### config.mk
export PLATFORM = sky130hd
export DESIGN_NAME = execute_stage
export DESIGN_NICKNAME = d
export VERILOG_FILES = /design/src/rtl/execute_stage_pkg.sv /design/src/rtl/execute_stage_alu.sv /design/src/rtl/execute_stage.sv
export SDC_FILE = /design/constraint.sdc
export NUM_CORES = 1
export LEC_CHECK = 0
export BUFFER_PORTS_ARGS = -buffer_cell sky130_fd_sc_hd__buf_2
export CAP_MARGIN = 30
export CORE_ASPECT_RATIO = 0.6
export CORE_MARGIN = 3
export CORE_UTILIZATION = 58
export DETAILED_ROUTE_END_ITERATION = 10
export PLACE_DENSITY = 0.86
export SLEW_MARGIN = 10
export SYNTH_ARGS = -nofsm -noshare
export SYNTH_HDL_FRONTEND = slang
export SYNTH_SLANG_ARGS = --single-unit
### constraint.sdc
create_clock -name clk -period 5.19 [get_ports clk]
set_clock_uncertainty 0.15 [all_clocks]
set_input_delay 0.519 -clock clk [delete_from_list [all_inputs] [get_ports clk]]
set_output_delay 0.519 -clock clk [all_outputs]
set_load 0.01 [all_outputs]
### src/rtl/execute_stage_pkg.sv
// Shared types for the RV32I execute stage: ALU ops, operand selects,
// branch funct3 encodings and the forwarding match helper.
package execute_stage_pkg;

  localparam int XLEN_DEFAULT = 32;

  typedef enum logic [3:0] {
    ALU_ADD    = 4'd0,
    ALU_SUB    = 4'd1,
    ALU_AND    = 4'd2,
    ALU_OR     = 4'd3,
    ALU_XOR    = 4'd4,
    ALU_SLL    = 4'd5,
    ALU_SRL    = 4'd6,
    ALU_SRA    = 4'd7,
    ALU_SLT    = 4'd8,
    ALU_SLTU   = 4'd9,
    ALU_PASS_B = 4'd10
  } alu_op_t;

  typedef enum logic [1:0] {
    SRC_A_RS1  = 2'd0,
    SRC_A_PC   = 2'd1,
    SRC_A_ZERO = 2'd2
  } alu_src_a_t;

  typedef enum logic [1:0] {
    SRC_B_RS2  = 2'd0,
    SRC_B_IMM  = 2'd1,
    SRC_B_FOUR = 2'd2
  } alu_src_b_t;

  localparam logic [2:0] F3_BEQ  = 3'b000;
  localparam logic [2:0] F3_BNE  = 3'b001;
  localparam logic [2:0] F3_BLT  = 3'b100;
  localparam logic [2:0] F3_BGE  = 3'b101;
  localparam logic [2:0] F3_BLTU = 3'b110;
  localparam logic [2:0] F3_BGEU = 3'b111;

  // x0 is hardwired, so a producer targeting it never forwards
  function automatic logic fwd_hit(
    input logic       en,
    input logic [4:0] rd,
    input logic [4:0] rs
  );
    return en & (rd == rs) & (rs != 5'd0);
  endfunction

endpackage

### src/rtl/execute_stage_alu.sv
// Combinational RV32I ALU: op + A + B -> result.
// Unused op codes produce zero.
module execute_stage_alu
  import execute_stage_pkg::*;
#(
  parameter int XLEN = XLEN_DEFAULT
) (
  input  logic [3:0]      op_i,
  input  logic [XLEN-1:0] a_i,
  input  logic [XLEN-1:0] b_i,
  output logic [XLEN-1:0] result_o
);

  logic [4:0] shamt;

  always_comb begin
    result_o = '0;
    shamt    = b_i[4:0];
    case (op_i)
      ALU_ADD:    result_o = a_i + b_i;
      ALU_SUB:    result_o = a_i - b_i;
      ALU_AND:    result_o = a_i & b_i;
      ALU_OR:     result_o = a_i | b_i;
      ALU_XOR:    result_o = a_i ^ b_i;
      ALU_SLL:    result_o = a_i << shamt;
      ALU_SRL:    result_o = a_i >> shamt;
      ALU_SRA:    result_o = $unsigned($signed(a_i) >>> shamt);
      ALU_SLT:    result_o = {{(XLEN-1){1'b0}},
                              $signed(a_i) < $signed(b_i)};
      ALU_SLTU:   result_o = {{(XLEN-1){1'b0}}, a_i < b_i};
      ALU_PASS_B: result_o = b_i;
      default:    result_o = '0;
    endcase
  end

endmodule

### src/rtl/execute_stage.sv
// RV32I execute stage: forwarding, ALU, branch resolution, EX/MEM register.
// Operand forwarding is built only when EXECUTE_FORWARD_EN is defined.
module execute_stage
  import execute_stage_pkg::*;
#(
  parameter int XLEN = XLEN_DEFAULT
) (
  input  logic            clk,
  input  logic            reset,
  input  logic            ex_valid_i,
  input  logic [3:0]      alu_control_i,
  input  logic [1:0]      alu_src_a_i,
  input  logic [1:0]      alu_src_b_i,
  input  logic            branch_i,
  input  logic            jump_i,
  input  logic            jalr_i,
  input  logic [2:0]      funct3_i,
  input  logic [XLEN-1:0] pc_i,
  input  logic [XLEN-1:0] rd1_i,
  input  logic [XLEN-1:0] rd2_i,
  input  logic [XLEN-1:0] imm_i,
  input  logic [4:0]      rs1_i,
  input  logic [4:0]      rs2_i,
  input  logic [4:0]      rd_i,
  input  logic            reg_write_i,
  input  logic [3:0]      mem_write_i,
  input  logic [1:0]      result_src_i,
  input  logic            mem_fwd_en_i,
  input  logic [4:0]      mem_fwd_rd_i,
  input  logic [XLEN-1:0] mem_fwd_data_i,
  input  logic            wb_fwd_en_i,
  input  logic [4:0]      wb_fwd_rd_i,
  input  logic [XLEN-1:0] wb_fwd_data_i,
  input  logic            mem_stall_i,
  output logic            ex_ready_o,
  output logic            redirect_o,
  output logic [XLEN-1:0] redirect_pc_o,
  output logic            mem_valid_o,
  output logic            mem_reg_write_o,
  output logic [XLEN-1:0] mem_alu_result_o,
  output logic [XLEN-1:0] mem_write_data_o,
  output logic [4:0]      mem_rd_o,
  output logic [3:0]      mem_mem_write_o,
  output logic [1:0]      mem_result_src_o,
  output logic [2:0]      mem_funct3_o
);

  logic [XLEN-1:0] rs1_val;
  logic [XLEN-1:0] rs2_val;
  logic [XLEN-1:0] op_a;
  logic [XLEN-1:0] op_b;
  logic [XLEN-1:0] alu_res;
  logic [XLEN-1:0] jalr_sum;
  logic [XLEN-1:0] target;
  logic            cond;
  logic            live;
  logic            take;

  logic squash_q, squash_d;

  logic            valid_q, valid_d;
  logic            reg_write_q, reg_write_d;
  logic [3:0]      mem_write_q, mem_write_d;
  logic [4:0]      rd_q, rd_d;
  logic [XLEN-1:0] alu_result_q, alu_result_d;
  logic [XLEN-1:0] write_data_q, write_data_d;
  logic [1:0]      result_src_q, result_src_d;
  logic [2:0]      funct3_q, funct3_d;

`ifdef EXECUTE_FORWARD_EN
  // MEM is the younger producer, so it wins over WB
  always_comb begin
    rs1_val = rd1_i;
    rs2_val = rd2_i;
    if (fwd_hit(mem_fwd_en_i, mem_fwd_rd_i, rs1_i))
      rs1_val = mem_fwd_data_i;
    else if (fwd_hit(wb_fwd_en_i, wb_fwd_rd_i, rs1_i))
      rs1_val = wb_fwd_data_i;
    if (fwd_hit(mem_fwd_en_i, mem_fwd_rd_i, rs2_i))
      rs2_val = mem_fwd_data_i;
    else if (fwd_hit(wb_fwd_en_i, wb_fwd_rd_i, rs2_i))
      rs2_val = wb_fwd_data_i;
  end
`else
  logic unused_fwd;

  assign rs1_val    = rd1_i;
  assign rs2_val    = rd2_i;
  assign unused_fwd = ^{rs1_i, rs2_i,
                        mem_fwd_en_i, mem_fwd_rd_i, mem_fwd_data_i,
                        wb_fwd_en_i, wb_fwd_rd_i, wb_fwd_data_i};
`endif

  always_comb begin
    op_a = '0;
    op_b = '0;
    case (alu_src_a_i)
      SRC_A_RS1: op_a = rs1_val;
      SRC_A_PC:  op_a = pc_i;
      default:   op_a = '0;
    endcase
    case (alu_src_b_i)
      SRC_B_RS2:  op_b = rs2_val;
      SRC_B_IMM:  op_b = imm_i;
      SRC_B_FOUR: op_b = XLEN'(4);
      default:    op_b = '0;
    endcase
  end

  execute_stage_alu #(
    .XLEN(XLEN)
  ) u_alu (
    .op_i    (alu_control_i),
    .a_i     (op_a),
    .b_i     (op_b),
    .result_o(alu_res)
  );

  always_comb begin
    cond = 1'b0;
    case (funct3_i)
      F3_BEQ:  cond = (rs1_val == rs2_val);
      F3_BNE:  cond = (rs1_val != rs2_val);
      F3_BLT:  cond = ($signed(rs1_val) < $signed(rs2_val));
      F3_BGE:  cond = ($signed(rs1_val) >= $signed(rs2_val));
      F3_BLTU: cond = (rs1_val < rs2_val);
      F3_BGEU: cond = (rs1_val >= rs2_val);
      default: cond = 1'b0;
    endcase
  end

  assign jalr_sum = rs1_val + imm_i;
  assign target   = jalr_i ? {jalr_sum[XLEN-1:1], 1'b0}
                           : pc_i + imm_i;

  assign live          = ex_valid_i & ~squash_q;
  assign take          = live & (jump_i | jalr_i | (branch_i & cond));
  assign redirect_o    = take & ~mem_stall_i & ~reset;
  assign redirect_pc_o = target;
  assign ex_ready_o    = ~mem_stall_i;

  // The wrong-path instruction sits in ID/EX until a non-stalled edge
  always_comb begin
    squash_d = squash_q;
    if (redirect_o)
      squash_d = 1'b1;
    else if (!mem_stall_i)
      squash_d = 1'b0;
  end

  always_comb begin
    valid_d      = valid_q;
    reg_write_d  = reg_write_q;
    mem_write_d  = mem_write_q;
    rd_d         = rd_q;
    alu_result_d = alu_result_q;
    write_data_d = write_data_q;
    result_src_d = result_src_q;
    funct3_d     = funct3_q;
    if (!mem_stall_i) begin
      valid_d      = live;
      reg_write_d  = live & reg_write_i;
      mem_write_d  = live ? mem_write_i : 4'b0;
      rd_d         = rd_i;
      alu_result_d = alu_res;
      write_data_d = rs2_val;
      result_src_d = result_src_i;
      funct3_d     = funct3_i;
    end
  end

  always_ff @(posedge clk) begin
    if (reset) begin
      squash_q     <= 1'b0;
      valid_q      <= 1'b0;
      reg_write_q  <= 1'b0;
      mem_write_q  <= '0;
      rd_q         <= '0;
      alu_result_q <= '0;
      write_data_q <= '0;
      result_src_q <= '0;
      funct3_q     <= '0;
    end else begin
      squash_q     <= squash_d;
      valid_q      <= valid_d;
      reg_write_q  <= reg_write_d;
      mem_write_q  <= mem_write_d;
      rd_q         <= rd_d;
      alu_result_q <= alu_result_d;
      write_data_q <= write_data_d;
      result_src_q <= result_src_d;
      funct3_q     <= funct3_d;
    end
  end

  assign mem_valid_o      = valid_q;
  assign mem_reg_write_o  = reg_write_q;
  assign mem_mem_write_o  = mem_write_q;
  assign mem_rd_o         = rd_q;
  assign mem_alu_result_o = alu_result_q;
  assign mem_write_data_o = write_data_q;
  assign mem_result_src_o = result_src_q;
  assign mem_funct3_o     = funct3_q;

endmodule

==> results by group, run 1 <==
Detailed routing
  • DRT iter0 DRCs: 3554
  • Pre-antenna DRT Iters: 6
  • Routed WL: 75.9 mm
  • Final ANT Viol Nets: 0
  • Vias per inst: 6.98
  • Wire per inst: 25.4 um
  • Vias: 20908
  • DRC viols: 0

Floorplan
  • Die W: 228 um
  • IO Pins: 358
  • Row Count: 48
  • Die H: 139 um
  • Core Footprint: 28900 um2
  • Die area: 31800 um2
  • Starting Density: 59.4%

Placed design
  • Routability congestion estimate: 1.13
  • Detail Placement HPWL: 60.2 mm
  • I/O Buffers: 271
  • Setup slack at placement: 0.464 ns

Finish
  • Commonest non-fill, non-tap cell in the layout: nor2_1
  • Commonest cells after routing, fill and taps aside: 277 x nor2_1, 271 x buf_2, 199 x a21oi_1
  • Area Growth Syn to Fin: 11.8%
  • Post-layout nets: 3026
  • Fillcell total: 2647
  • Share of cells above drive strength 1: 17.8%

Worst hold path
  • Worst hold start: mem_write_i[2]
  • Hold Path Class: in -> reg
  • Worst hold endpoint: mem_mem_write_o[2]
  • Worst hold stages: 2

Setup path
  • Cells on worst reg2reg path: 4
  • RR Startpoint: squash_q
  • Data arrival, critical path: 4.06 ns
  • Reg2Reg Setup Slack: 3.16 ns
  • Critical Path RT: 4.52 ns
  • WS Path Type: in -> out
  • Worst Path Max Fanout: 4
  • Endpoint of the worst register-to-register path: squash_q
  • CP startpoint kind: input pin
  • Crit. End Element: output pin

Logic synthesis
  • Sequential fraction of the synthesis area: 9.43%
  • Cells after Synth: 2391
  • Yosys reg bits: 81
  • Synth Cell Area: 17200 um2
  • Async set-reset flop share out of synthesis: 0%
  • EDFF count, synth: 0
  • Top FF cell, synth: dfxtp_1
  • Yosys Warn Count: 0
  • Synthesized Nets: 2829
  • Number of distinct library cells after synthesis: 98
  • Syn_area_per_cell: 7.19 um2

Clock network
  • Postcts setup bufs: 0
  • CTS Buffer Depth: 2
  • Hold_buf cts: 0
  • Clk Latency, worst-skew pair: 0.39 ns
  • TritonCTS Buffers: 9
  • CTS tree: built
  • CTS Sinks: 81
  • Clock root buffer: clkbuf_16
  • H-Tree Depth: 3
  • Clock slew at reported path FFs: 0.07 ns
  • # resized after CTS: 0

Job
  • Max_cap viols: 0

STA
  • Fmax: 211 MHz
  • Tightest Pin Transition: 1.10 ns
  • Slew headroom: 26.2%
  • Final Hold Fails: 0
  • RSZ-0062 raised after global routing: no
  • Setup Viol. Count Final: 0
  • Crit share post-route: 91.2%
  • Worst setup margin: 0.458 ns
  • Setup TNS: 0 ns
  • Final min period: 4.73 ns
  • Slew Viols, Final: 0

Power and ir drop
  • Power Density: 190 nW/um2
  • Leakage: 0.00899 uW
  • Peak supply drop: 177 uV

Global routing
  • Largest net degree at the start of global routing: 62
  • Initial antenna violation count: 2
  • Total gr overflow: 0
  • Vias in the first global route: 19226
  • First-pass GRT wire length: 114 mm
  • Total GRT Usage: 45.2%

Run status
  • Status: finished clean
-- Yosys cell counts, types with 14 or more instances --
master / count / area [um2]
nor2_1: 278 / 1040
a21oi_1: 199 / 996
mux2i_1: 193 / 1930
nand2_1: 191 / 717
ha_1: 190 / 2380
o21ai_0: 158 / 791
inv_1: 134 / 503
dfxtp_1: 81 / 1620
clkbuf_1: 80 / 300
a21o_1: 58 / 435
nor3_1: 48 / 240
nand3_1: 44 / 220
a211oi_1: 42 / 315
buf_2: 35 / 175
xnor2_1: 35 / 307
nand2b_1: 30 / 188
o211ai_1: 29 / 218
a221oi_1: 28 / 245
a31oi_1: 28 / 175
o22ai_1: 27 / 169
mux4_2: 26 / 586
o21ai_1: 23 / 115
buf_1: 21 / 78.8
o221ai_1: 21 / 184
o21bai_1: 20 / 150
xor2_1: 20 / 175
a22oi_1: 19 / 143
nor2b_1: 19 / 119
o21a_1: 19 / 143
a221o_1: 18 / 180
nand4_1: 18 / 113
a22o_1: 16 / 140
o31ai_1: 15 / 113
nor2_2: 14 / 87.6
-- worst max-delay path, stage by stage --
cell	delay, ns
buf_2	0.12
ha_1	0.20
inv_1	0.07
fa_1	0.41
nand2b_1	0.20
a21oi_1	0.28
o41ai_1	0.19
a311oi_1	0.66
nor3_1	0.20
nor3b_1	0.48
a31oi_1	0.18
xnor2_1	0.18
nor2_1	0.06
a21oi_1	0.15
buf_2	0.15
-- worst max path at each step --
stage,slack (ns),endpoint,cells after the start,startpoint
2_1_floorplan,0.65,mem_alu_result_o[25],19,alu_src_b_i[0]
3_5_place_dp,0.46,mem_alu_result_o[31],15,alu_src_b_i[0]
5_1_grt,0.38,redirect_pc_o[28],15,pc_i[0]
6_report,0.46,redirect_pc_o[30],15,pc_i[0]
3_3_place_gp,0.54,mem_alu_result_o[31],16,alu_src_b_i[0]
4_1_cts,0.63,redirect_pc_o[30],15,imm_i[0]
-- area by class of cell --
type                            count  area (um2)  area share, %
Multi-Input combinational cell   2009       14300           74.5
Sequential cell                    81        1620           8.43
Tap cell                          400         500           2.60
Clock buffer                        9         225           1.17
Clock inverter                      6        68.8          0.358
Timing Repair Buffer              340        1920           9.98
Antenna cell                        2        5.00         0.0260
Inverter                          147         554           2.88
-- power by group --
group	switching [uW]	total (uW)	internal (uW)
Sequential	20.3	679	659
Combinational	1430	2240	814
Clock	350	723	373
Total	1800	3640	1850
-- sequential cells by signal, indices dropped and copies added (netlist names) --
register / count
mem_funct3_o: 3
mem_rd_o: 5
mem_reg_write_o: 1
mem_valid_o: 1
mem_alu_result_o: 32
mem_result_src_o: 2
mem_write_data_o: 32
squash_q: 1
mem_mem_write_o: 4
-- metal layers --
layer	global-route usage [%]	part of all wire, %
met4	16.7	4.6
met1	62.1	40
met3	14.5	15
met2	66.1	40
met5	0	0
-- per-stage QoR --
step,instances,total power (uW),utilization (%),cell area [um2],hold WS [ns]
2_1_floorplan,2391,2130,-,17200,0.290
3_3_place_gp,2974,2760,65.2,18900,0.280
3_5_place_dp,2976,2810,65.3,18900,0.284
4_1_cts,2991,3540,66.3,19200,0.179
5_1_grt,2994,3800,66.4,19200,0.191
6_report,2994,3640,66.4,19200,0.193
-- cells by family (layout without fill, tap and decap cells) --
kind of cell,count (synthesis),after routing,share of synthesized area (%)
adders and majority gates,194,194,14.3
AOI/OAI and AO/OA,822,822,32.0
and+or+nand+nor,707,707,18.5
DFF,81,81,9.43
other,0,2,0
xor gates and xnor gates,55,55,2.80
buffers and inverters,301,502,7.47
muxes,231,231,15.5
Power figures use the tool's default switching activity.
==> run 2, diff against run 1 <==
Settings changed: SETUP_SLACK_MARGIN from default to 0.3.
Clock period 5.19 ns to 4.8 ns, I/O delays scaled along.
==> run 2 against run 1 <==
  * Sequential power grew 8.2%
  * Setup slack lost 0.0042 ns
  * Hold slack lost 0.036 ns
  * Utilization grew 1.1 points
  * Die area is the same
  * Global-route usage grew 1.4 points
  * Largest power group unchanged
  * Clock-buffer cell count grew 1
  * First-iteration DRC count grew 4.8%
  * Clock power grew 17%
  * Cell count grew 1.3%
  * Highest routed layer is now met5
  * Sequential share of layout area shrank 0.14 points
==> results by group, run 2 (synthesis gave the netlist of run 1 again) <==
Detailed routing
  • Pre-antenna DRT Iters: 8
  • Wire per inst: 25.8 um
  • Vias per inst: 7.04
  • Vias: 21346
  • DRT iter0 DRCs: 3725
  • Final ANT Viol Nets: 0
  • Routed WL: 78.1 mm
  • DRC viols: 0

Floorplan
  • Die area: 31800 um2
  • Row Count: 48
  • Die H: 139 um
  • Die W: 228 um
  • Core Footprint: 28900 um2
  • Starting Density: 59.4%
  • IO Pins: 358

Setup path
  • CP max stage delay: 0.53 ns
  • Worst path cell trace: buf_2 > ha_1 > nor2b_1 > o2111ai_2 > a41oi_2 > a311o_2 > o22ai_4 > o211ai_1 > or4_1 > a31oi_1 > xor2_1 > a21oi_1 > buf_2
  • CP startpoint kind: input pin
  • Critical Path RT: 4.17 ns
  • Crit. End Element: output pin
  • Critical Path Most Common Cell: buf_2
  • Data arrival, critical path: 3.72 ns
  • WS Path Type: in -> out
  • Slowest stage cell on the critical path: a311o_2
  • Worst Path Max Fanout: 4

STA
  • Slew Viols, Final: 0
  • Final Hold Fails: 0
  • Final min period: 4.35 ns
  • Fmax: 230 MHz
  • Tightest Pin Transition: 1.13 ns
  • Setup Viol. Count Final: 0
  • RSZ-0062 raised after global routing: no
  • Setup TNS: 0 ns
  • Crit share post-route: 90.6%
  • Slew headroom: 24.6%

Finish
  • Area Growth Syn to Fin: 13.7%
  • Commonest non-fill, non-tap cell in the layout: nor2_1
  • Post-layout nets: 3064
  • Util after Layout: 67.6%
  • FF+latch area: 1620 um2
  • Share of cells above drive strength 1: 19.2%
  • Fillcell total: 2532
  • Commonest cells after routing, fill and taps aside: 276 x nor2_1, 271 x buf_2, 198 x a21oi_1
  • Multi-input logic area: 14400 um2

Clock network
  • Clock slew at reported path FFs: 0.07 ns
  • Clock root buffer: clkbuf_16
  • CTS tree: built
  • H-Tree Depth: 3
  • Hold_buf cts: 0
  • CTS Buffer Depth: 2
  • Clk Latency, worst-skew pair: 0.39 ns
  • TritonCTS Buffers: 9
  • CTS Sinks: 81

Placed design
  • Routability congestion estimate: 1.09
  • Detail Placement HPWL: 62.3 mm
  • I/O Buffers: 271

Global routing
  • Largest net degree at the start of global routing: 62
  • Vias in the first global route: 19344
  • Total GRT Usage: 46.7%
  • Total gr overflow: 0
  • First-pass GRT wire length: 117 mm
  • Initial antenna violation count: 2

Job
  • Max_cap viols: 0

Power and ir drop
  • Peak supply drop: 152 uV
  • Leakage: 0.00919 uW
  • Power Density: 207 nW/um2
  • Total power draw: 4050 uW

Worst hold path
  • Hold Path Class: in -> reg

Run status
  • Status: finished clean
-- run 2: changes by cell type in the layout (fill, tap and decap cells not counted), sizes merged --
cell | before | now
clkbuf | 9 | 10
diode | 2 | 1
bufinv | 1 | 2
buf | 340 | 378
clkinvlp | 4 | 3
-- run 2: path summary, 6_finish.rpt --
kind	startpoint	cells past startpoint	end	slack [ns]
setup / recovery	rd1_i[2]	13	redirect_pc_o[30]	0.45
hold / removal	mem_write_i[1]	2	mem_mem_write_o[1]	0.16
setup reg to reg	mem_alu_result_o[14]	4	mem_alu_result_o[14]	2.80
hold reg to reg	mem_alu_result_o[6]	2	mem_alu_result_o[6]	0.29
-- run 2: repair_timing --
item | in CTS | in global routing
resized for setup | 0 | 9
setup buffers | 0 | 0
endpoints found under the setup margin | 0 | 4
-- run 2: final cells by class --
type / instances / share of cell area [%]
diodes: 1 / 0.0128
clock buffers: 10 / 1.17
clock inverters: 6 / 0.467
inverters: 147 / 2.83
multi-input cells: 2009 / 73.5
flip-flops and latches: 81 / 8.29
well taps: 400 / 2.56
repair buffers: 378 / 11.2
-- run 2: power breakdown --
| group | switching, uW | total (uW) | internal [uW] |
|---|---|---|---|
| logic | 1560 | 2470 | 909 |
| registers | 22.5 | 735 | 712 |
| clock network | 386 | 845 | 459 |
-- run 2: worst max-delay path: cells and delay by family --
family | cells | cell delay [ns]
AOI/OAI and AO/OA | 7 | 1.76
and+or+nand+nor | 2 | 0.65
adders and majority gates | 1 | 0.35
buffers and inverters | 2 | 0.29
xor gates and xnor gates | 1 | 0.17
-- run 2: through the flow --
stage / hold WS, ns / instance area [um2] / setup WS (ns) / instances
final: 0.157 / 19600 / 0.453 / 3032
after global routing: 0.170 / 19600 / 0.299 / 3032
after CTS: 0.148 / 19500 / 0.392 / 3031
after detailed placement: 0.284 / 19200 / 0.256 / 3015
after global placement: 0.277 / 19200 / 0.368 / 3015
after floorplan: 0.290 / 17200 / 0.300 / 2391
-- run 2: metal layers --
| layer | up-vias | track usage, % | part of all wire, % |
|---|---|---|---|
| li1 | 9306 | - | - |
| met1 | 9930 | 63.9 | 40 |
| met2 | 1836 | 66.5 | 40 |
| met3 | 270 | 16.2 | 16 |
| met4 | 4 | 18.8 | 4.8 |
| met5 | - | 1.93 | 0.13 |
